<file path="src/rtl/alu_serial_if.sv">
// Handshake and operand/result bundle between the control FSM and the digit-serial ALU.
interface alu_serial_if #(
   parameter int WIDTH = 32
);
   logic             start;
   logic [WIDTH-1:0] a;
   logic [WIDTH-1:0] b;
   logic [7:0]       command;
   logic             busy;
   logic             done;
   logic [WIDTH-1:0] result;
   logic             carryout;
   logic             overflow;
   logic             zero;
   logic             cmd_err;

   modport master (
      output start, a, b, command,
      input  busy, done, result, carryout, overflow, zero, cmd_err
   );

   modport slave (
      input  start, a, b, command,
      output busy, done, result, carryout, overflow, zero, cmd_err
   );
endinterface

</file>
<file path="src/rtl/alu_serial.sv">
// Digit-serial ALU: eight one-hot ops on WIDTH-bit operands, DIGIT bits per clock, LSB first.
// state | meaning
// IDLE  | waiting for start
// RUN   | one digit per clock, N clocks
// DONE  | one-cycle done pulse, start here chains the next op
module alu_serial #(
   parameter int WIDTH = 32,
   parameter int DIGIT = 4
) (
   input  logic        clk,
   input  logic        reset,
   alu_serial_if.slave bus
);
   localparam int N  = WIDTH / DIGIT;
   localparam int CW = (N > 1) ? $clog2(N) : 1;
   localparam logic [CW-1:0] LAST = CW'(N - 1);

   localparam logic [7:0] OP_ADD  = 8'h01;
   localparam logic [7:0] OP_SUB  = 8'h02;
   localparam logic [7:0] OP_XOR  = 8'h04;
   localparam logic [7:0] OP_SLT  = 8'h08;
   localparam logic [7:0] OP_AND  = 8'h10;
   localparam logic [7:0] OP_NAND = 8'h20;
   localparam logic [7:0] OP_NOR  = 8'h40;
   localparam logic [7:0] OP_OR   = 8'h80;

   typedef enum logic [1:0] {IDLE, RUN, DONE} state_t;

   state_t           state, state_nxt;
   logic             accept, last;
   logic [CW-1:0]    cnt;
   logic             carry;
   logic [7:0]       cmd;
   logic [WIDTH-1:0] opa, opb, acc;
   logic [WIDTH-1:0] result_q;
   logic             carryout_q, overflow_q, zero_q, cmd_err_q;

   logic             is_add, is_sub, is_slt, arith, valid, sub_like_in;
   logic [DIGIT-1:0] da, db, dres;
   logic [DIGIT:0]   dsum;
   logic             dov;
   logic [WIDTH+DIGIT-1:0] acc_cat;
   logic [WIDTH-1:0] acc_nxt, res_fin;

   always_ff @(posedge clk) begin
      if (reset) state <= IDLE;
      else       state <= state_nxt;
   end

   always_comb begin
      state_nxt = state;
      accept    = 1'b0;
      case (state)
         IDLE: if (bus.start) begin
            accept    = 1'b1;
            state_nxt = RUN;
         end
         RUN:  if (last) state_nxt = DONE;
         DONE: if (bus.start) begin
            accept    = 1'b1;
            state_nxt = RUN;
         end else begin
            state_nxt = IDLE;
         end
         default: state_nxt = IDLE;
      endcase
   end

   assign last     = (cnt == LAST);
   assign bus.busy = (state == RUN);
   assign bus.done = (state == DONE);

   assign is_add      = (cmd == OP_ADD);
   assign is_sub      = (cmd == OP_SUB);
   assign is_slt      = (cmd == OP_SLT);
   assign arith       = is_add | is_sub | is_slt;
   assign valid       = arith | (cmd == OP_XOR) | (cmd == OP_AND) | (cmd == OP_NAND)
                        | (cmd == OP_NOR) | (cmd == OP_OR);
   assign sub_like_in = (bus.command == OP_SUB) | (bus.command == OP_SLT);

   // Operands shift right each digit, so the active digit is always the low slice.
   always_comb begin
      da   = opa[DIGIT-1:0];
      db   = opb[DIGIT-1:0];
      dsum = {1'b0, da} + {1'b0, db} + {{DIGIT{1'b0}}, carry};
      dov  = (da[DIGIT-1] == db[DIGIT-1]) && (dsum[DIGIT-1] != da[DIGIT-1]);
      case (cmd)
         OP_ADD, OP_SUB, OP_SLT: dres = dsum[DIGIT-1:0];
         OP_XOR:  dres = da ^ db;
         OP_AND:  dres = da & db;
         OP_NAND: dres = ~(da & db);
         OP_NOR:  dres = ~(da | db);
         OP_OR:   dres = da | db;
         default: dres = '0;
      endcase
      acc_cat = {dres, acc} >> DIGIT;
      acc_nxt = acc_cat[WIDTH-1:0];
      res_fin = is_slt ? {{(WIDTH-1){1'b0}}, dsum[DIGIT-1] ^ dov} : acc_nxt;
   end

   always_ff @(posedge clk) begin
      if (reset) begin
         cnt        <= '0;
         carry      <= 1'b0;
         cmd        <= '0;
         opa        <= '0;
         opb        <= '0;
         acc        <= '0;
         result_q   <= '0;
         carryout_q <= 1'b0;
         overflow_q <= 1'b0;
         zero_q     <= 1'b1;
         cmd_err_q  <= 1'b0;
      end else if (accept) begin
         cnt   <= '0;
         carry <= sub_like_in;
         cmd   <= bus.command;
         opa   <= bus.a;
         opb   <= sub_like_in ? ~bus.b : bus.b;
         acc   <= '0;
      end else if (state == RUN) begin
         cnt <= last ? '0 : cnt + CW'(1);
         if (arith) carry <= dsum[DIGIT];
         opa <= opa >> DIGIT;
         opb <= opb >> DIGIT;
         acc <= acc_nxt;
         if (last) begin
            result_q   <= res_fin;
            carryout_q <= (is_add | is_sub) & dsum[DIGIT];
            overflow_q <= (is_add | is_sub) & dov;
            zero_q     <= (res_fin == '0);
            cmd_err_q  <= ~valid;
         end
      end
   end

   assign bus.result   = result_q;
   assign bus.carryout = carryout_q;
   assign bus.overflow = overflow_q;
   assign bus.zero     = zero_q;
   assign bus.cmd_err  = cmd_err_q;
endmodule

</file>
<file path="src/flat_wrapper.sv">
// flat-port wrapper written by rule: the top's interface ports become plain ports
module alu_serial_flat 
#(
   parameter int WIDTH = 32,
   parameter int DIGIT = 4
)
  (clk, reset, bus_start, bus_a, bus_b, bus_command, bus_busy, bus_done, bus_result, bus_carryout, bus_overflow, bus_zero, bus_cmd_err);
  alu_serial_if #(.WIDTH(WIDTH)) bus_i ();
  input  logic clk;
  input  logic reset;
  input wire logic [$bits(bus_i.start)-1:0] bus_start;
  input wire logic [$bits(bus_i.a)-1:0] bus_a;
  input wire logic [$bits(bus_i.b)-1:0] bus_b;
  input wire logic [$bits(bus_i.command)-1:0] bus_command;
  output wire logic [$bits(bus_i.busy)-1:0] bus_busy;
  output wire logic [$bits(bus_i.done)-1:0] bus_done;
  output wire logic [$bits(bus_i.result)-1:0] bus_result;
  output wire logic [$bits(bus_i.carryout)-1:0] bus_carryout;
  output wire logic [$bits(bus_i.overflow)-1:0] bus_overflow;
  output wire logic [$bits(bus_i.zero)-1:0] bus_zero;
  output wire logic [$bits(bus_i.cmd_err)-1:0] bus_cmd_err;
  assign bus_i.start = bus_start;
  assign bus_i.a = bus_a;
  assign bus_i.b = bus_b;
  assign bus_i.command = bus_command;
  assign bus_busy = bus_i.busy;
  assign bus_done = bus_i.done;
  assign bus_result = bus_i.result;
  assign bus_carryout = bus_i.carryout;
  assign bus_overflow = bus_i.overflow;
  assign bus_zero = bus_i.zero;
  assign bus_cmd_err = bus_i.cmd_err;
  alu_serial #(.WIDTH(WIDTH), .DIGIT(DIGIT)) u_core (.clk(clk), .reset(reset), .bus(bus_i));
endmodule
</file>
<file path="config.mk">
export PLATFORM = sky130hd
export DESIGN_NAME = alu_serial_flat
export DESIGN_NICKNAME = d
export VERILOG_FILES = /design/src/rtl/alu_serial_if.sv /design/src/rtl/alu_serial.sv /design/src/flat_wrapper.sv
export SDC_FILE = /design/constraint.sdc
export NUM_CORES = 1
export LEC_CHECK = 0
export BUFFER_PORTS_ARGS = -buffer_cell sky130_fd_sc_hd__buf_2
export CORE_MARGIN = 1
export CORE_UTILIZATION = 30
export DETAILED_ROUTE_END_ITERATION = 8
export PLACE_DENSITY = 0.5
export SLEW_MARGIN = 20
export SYNTH_ARGS = -nofsm -noshare
export SYNTH_HDL_FRONTEND = slang
export SYNTH_SLANG_ARGS = --single-unit
</file>
<file path="constraint.sdc">
create_clock -name clk -period 2.6 [get_ports clk]
set_clock_uncertainty 0.15 [all_clocks]
set_input_delay 0.26 -clock clk [delete_from_list [all_inputs] [get_ports clk]]
set_output_delay 0.26 -clock clk [all_outputs]
set_load 0.01 [all_outputs]
</file>
[Yosys cells after proc, flatten, opt, wreduce, memory -nomap -nowiden]
Cells that the tools add are included.
Storage, ports and cells
  register bits: 146
  output and inout bits: 38
  logic and storage cells: 79
Cells by class
  add/sub/neg operators: 3
  eq/ne operators: 17
  mux-type cells: 17
  bitwise gates (word level): 19
  reductions and logical operators: 11
Operator list (count)
  $mux W32: 6
  $logic_not A32 Y1: 1
  $not A32 Y32: 1
  $pmux W4 S6: 1
  $eq A8 B2 Y1 const B: 2
  $eq A8 B4 Y1 const B: 2
  $eq A8 B1 Y1 const B: 1
  $eq A8 B3 Y1 const B: 1
  $eq A8 B5 Y1 const B: 1
  $eq A8 B6 Y1 const B: 1
  $eq A8 B7 Y1 const B: 1
  $eq A8 B8 Y1 const B: 1
  $not A4 Y4: 2
  $or A1 B1 Y1: 8
  $mux W1: 6
  $pmux W2 S3: 1
  $add A4 B4 Y5: 1
  $add A5 B1 Y5: 1
  $and A4 B4 Y4: 1
  $mux W2: 2
  $or A4 B4 Y4: 1
  $reduce_and A2 Y1: 2
  $reduce_bool A2 Y1: 2
  $reduce_or A2 Y1: 2
  other kinds (17): 19

[Depth between registers and ports, before layout]
  depth in word-level cells: 9
  gate-level depth with buffers: 8

[Worst setup path after synthesis]
No wires, ideal clock.
  path type: flip-flop to flip-flop
  from: register u_core.opb[0]
  to: register u_core.zero_q, in the netlist u_core.bus.zero
  library setup time: 122 ps
  data arrival time: 2000 ps
  required time: 2328 ps
  slack: 329 ps
  stages on the path, launching flop included: 8
  clock period less this slack: 2271 ps
  cells stage by stage: dfxtp_1 inv_1 fa_1 fa_1 xor2_1 a21oi_1 o41ai_1 a221o_1
Between the ends
  cells in the longest elaborated chain, start to end: 7
Ends and longest elaborated chain
  from (decl): RTL line alu_serial.sv:34  | logic [WIDTH-1:0] opa, opb, acc;
  from (signal assigned): RTL line alu_serial.sv:119  | opb <= sub_like_in ? ~bus.b : bus.b;
  from (signal assigned): RTL line alu_serial.sv:125  | opb <= opb >> DIGIT;
  $add A4 B4 Y5: RTL line alu_serial.sv:85  | dsum = {1'b0, da} + {1'b0, db} + {{DIGIT{1'b0}}, carry};
  $add A5 B1 Y5: RTL line alu_serial.sv:85
  $ne A1 B1 Y1: RTL line alu_serial.sv:86  | dov = (da[DIGIT-1] == db[DIGIT-1]) && (dsum[DIGIT-1] != da[DIGIT-1]);
  $logic_and A1 B1 Y1: RTL line alu_serial.sv:86
  $xor A1 B1 Y1: RTL line alu_serial.sv:98  | res_fin = is_slt ? {{(WIDTH-1){1'b0}}, dsum[DIGIT-1] ^ dov} : acc_nxt;
  $mux W32 *: RTL line alu_serial.sv:98
  $logic_not A32 Y1 *: RTL line alu_serial.sv:131  | zero_q <= (res_fin == '0);
  to (signal assigned): RTL line alu_serial.sv:131
  to (decl): RTL line alu_serial.sv:36  | logic carryout_q, overflow_q, zero_q, cmd_err_q;
Every way passes the cells marked *; elsewhere a longest branch is shown, timed or not.
A chain may end at the register's enable or synchronous reset.

[Worst setup path after layout]
Ends and elaborated chain as after synthesis.

==> results.cfg <==
[run_status]
status = complete, no violations

[finish]
mostFrequentLayoutCells = nand2_1, dfxtp_1, buf_2, nor2_1, a21oi_1
layout_commonest_cell = nand2_1
area_growth_pct = 26.0
num-fill-cells = 2225
antenna_cells = 0
drive_gt1_share_pct = 17.8
nNetsFinal = 1027

[setup_path]
r2r-end = u_core.bus.zero$_SDFFE_PP1P_
r2r_slack_ns = 0.19
worstSetupPathType = reg -> reg
cp.required_ns = 2.76
worstReg2RegStart = u_core.opb[0]$_SDFFE_PP0P_
start_kind = register
crit_fanout = 3
r2r_cells = 7
cp.arrival_ns = 2.57
endpoint_kind = register

[timing]
period_share_pct = 92.7
drv_slew = 0
min_period_ns = 2.41
maxSlewHeadroom_pct = 38.2
finalSetupViolations = 0
timing.fmax_mhz = 415
setup-tns-final_ns = 0
worstMarginPinSlew_ns = 0.927
hold_violations = 0
rsz0062_at_grt = no
holdWs_ns = 0.00823

[yosys]
synth_seq_cells = 142
synth_top_area_share_pct = 43.3
syn-num-nets = 916
ys.warnings.count = 0
synth_area_leaders = dfxtp_1, nand2_1, a311oi_1
syn_area_um2 = 6560
post_synth.cell_area_avg_um2 = 7.91
synth_edf_count = 0
postSynthCellCount = 829
seq_area_frac_synth_pct = 43.3
async_flop_share_pct = 0
ys_types = 57
synth_flop_cell = dfxtp_1
netlist.top_cell.by_area = dfxtp_1

[min_path]
hp-class = in -> reg
min_to = u_core.opa[19]$_SDFFE_PP0P_
whs_path_depth = 3
holdCritStartpoint = bus_a[19]

[clocking]
clkSinkCount = 142
cts_tree = yes
cts_max_path_buffers = 2
clk_pin_slew_ns = 0.06
htreeDepth = 4
post_cts_resized = 0
root_buffer = clkbuf_16
cts_made_buffers = 17
insertion_delay_ns = 0.42

[route]
first_pass_iters = 5
route.vias.total = 5969
detail_route.wl_per_cell_um = 14.5
route.detailed.drc = 0
initialDrtViolationCount = 494
ant_nets = 0
wirelength_um = 17800
viasPerCell = 4.86

[global_routing]
use_met3_pct = 3.78
grt_use_met2_pct = 25.3
grtUsageTotal_pct = 16.6
grt_max_degree = 88
use_met1_pct = 22.9
antenna_found_initial = 1
grt_pass1_wl_um = 29600
grt_pass1_vias = 5637
overflow = 0
grt.busiest_layer = met2

[place]
place.gp.congestion = 0.836
post-dp-hpwl_um = 11700
io_buffers = 112

[die]
rows = 53
initial_utilization_pct = 30.9
fp.dieArea_um2 = 22500
fp.dieH_um = 150
coreArea_um2 = 21200
die_w_um = 150
ios = 113

[job]
max_cap_violations = 0

[pwr]
vdd_drop_max_v = 0.000355
p_leak_nw = 3.12
power_mw = 5.48
pwr_density_cell_nw_per_um2 = 662
-- worst max-delay path by stage --
stage / to / slack [ns] / startpoint
detailed placement: u_core.bus.zero$_SDFFE_PP1P_ / 0.20 / u_core.opb[0]$_SDFFE_PP0P_
global route: u_core.bus.zero$_SDFFE_PP1P_ / 0.04 / u_core.opa[3]$_SDFFE_PP0P_
global placement: u_core.bus.zero$_SDFFE_PP1P_ / 0.24 / u_core.opb[0]$_SDFFE_PP0P_
floorplan: u_core.bus.zero$_SDFFE_PP1P_ / 0.33 / u_core.opb[0]$_SDFFE_PP0P_
finish: u_core.bus.zero$_SDFFE_PP1P_ / 0.19 / u_core.opb[0]$_SDFFE_PP0P_
CTS: u_core.bus.zero$_SDFFE_PP1P_ / 0.19 / u_core.opb[0]$_SDFFE_PP0P_
-- cells by family after synthesis --
logic type / Yosys count / share of synthesized area, %
multiplexers: 1 / 0.153
flip-flops: 142 / 43.3
buffers and inverters: 83 / 5.11
AND/OR/NAND/NOR: 381 / 25.4
AO/OA/AOI/OAI: 172 / 18.4
adder cells (fa/ha/maj): 12 / 2.52
XOR/XNOR: 38 / 5.07
-- per-stage QoR --
| stage | util [%] | std cells | setup slack (ns) | area (um^2) |
|---|---|---|---|---|
| 3_3_place_gp | 34.5 | 1161 | 0.235 | 7330 |
| 3_5_place_dp | 34.5 | 1161 | 0.203 | 7330 |
| 2_1_floorplan | - | 829 | 0.329 | 6560 |
| 4_1_cts | 39.0 | 1228 | 0.186 | 8270 |
| 5_1_grt | 39.0 | 1228 | 0.0428 | 8270 |
| 6_report | 39.0 | 1228 | 0.189 | 8270 |
-- state kept, by name, indices dropped and copies added (netlist names) --
name                 count
u_core.bus.carryout      1
u_core.bus.result       32
u_core.opb              32
u_core.bus.zero          1
u_core.bus.overflow      1
u_core.cmd               8
u_core.bus.cmd_err       1
u_core.carry             1
u_core.acc              28
u_core.opa              32
u_core.state             2
u_core.cnt               3
-- power breakdown --
group	internal [mW]	switching, mW	total [mW]	leakage [nW]
clock	1.38	1.06	2.44	0.285
sequential	2.28	0.0813	2.36	1.16
combinational	0.280	0.394	0.674	1.68
-- final cells by class --
type	instances	area, um^2	area share (%)
Clock inverter	14	150	1.82
Tap cell	275	344	4.16
Sequential cell	142	2840	34.4
Multi-Input combinational cell	604	3400	41.1
Inverter	12	45.0	0.545
Clock buffer	18	439	5.31
Timing Repair Buffer	163	1050	12.7
-- metal layers --
layer / wire length (um) / vias to the layer above
met3: 631 / 21
met5: 13 / -
met2: 7930 / 128
li1: - / 3088
met1: 8970 / 2730
met4: 260 / 2
-- worst max-delay path: stages, from the launching register on --
cell and delay (ns):
dfxtp_1 0.36, inv_1 0.08, fa_1 0.47, fa_1 0.49, xor2_1 0.20, a21oi_1 0.15, o41ai_1 0.08, a221o_1 0.32
-- Yosys cell counts (all sizes together) (4+ instances only) --
master and number:
inv 12, ha 10, clkbuf 54, buf 17, o21ai 11, a21oi 74
a311oi 51, nand3 32, xnor2 34, nor4b 4, nor4 8, nor4bb 4
nor2 83, nand2b 6, nand2 212, xor2 4, a22oi 14, dfxtp 142
nor3 12
-- what timing repair did --
| item | in CTS | in global routing |
|---|---|---|
| setup buffers | 0 | 0 |
| hold buffers | 35 | 0 |
| hold endpoints to repair | 35 | 0 |
Power figures use the tool's default switching activity.
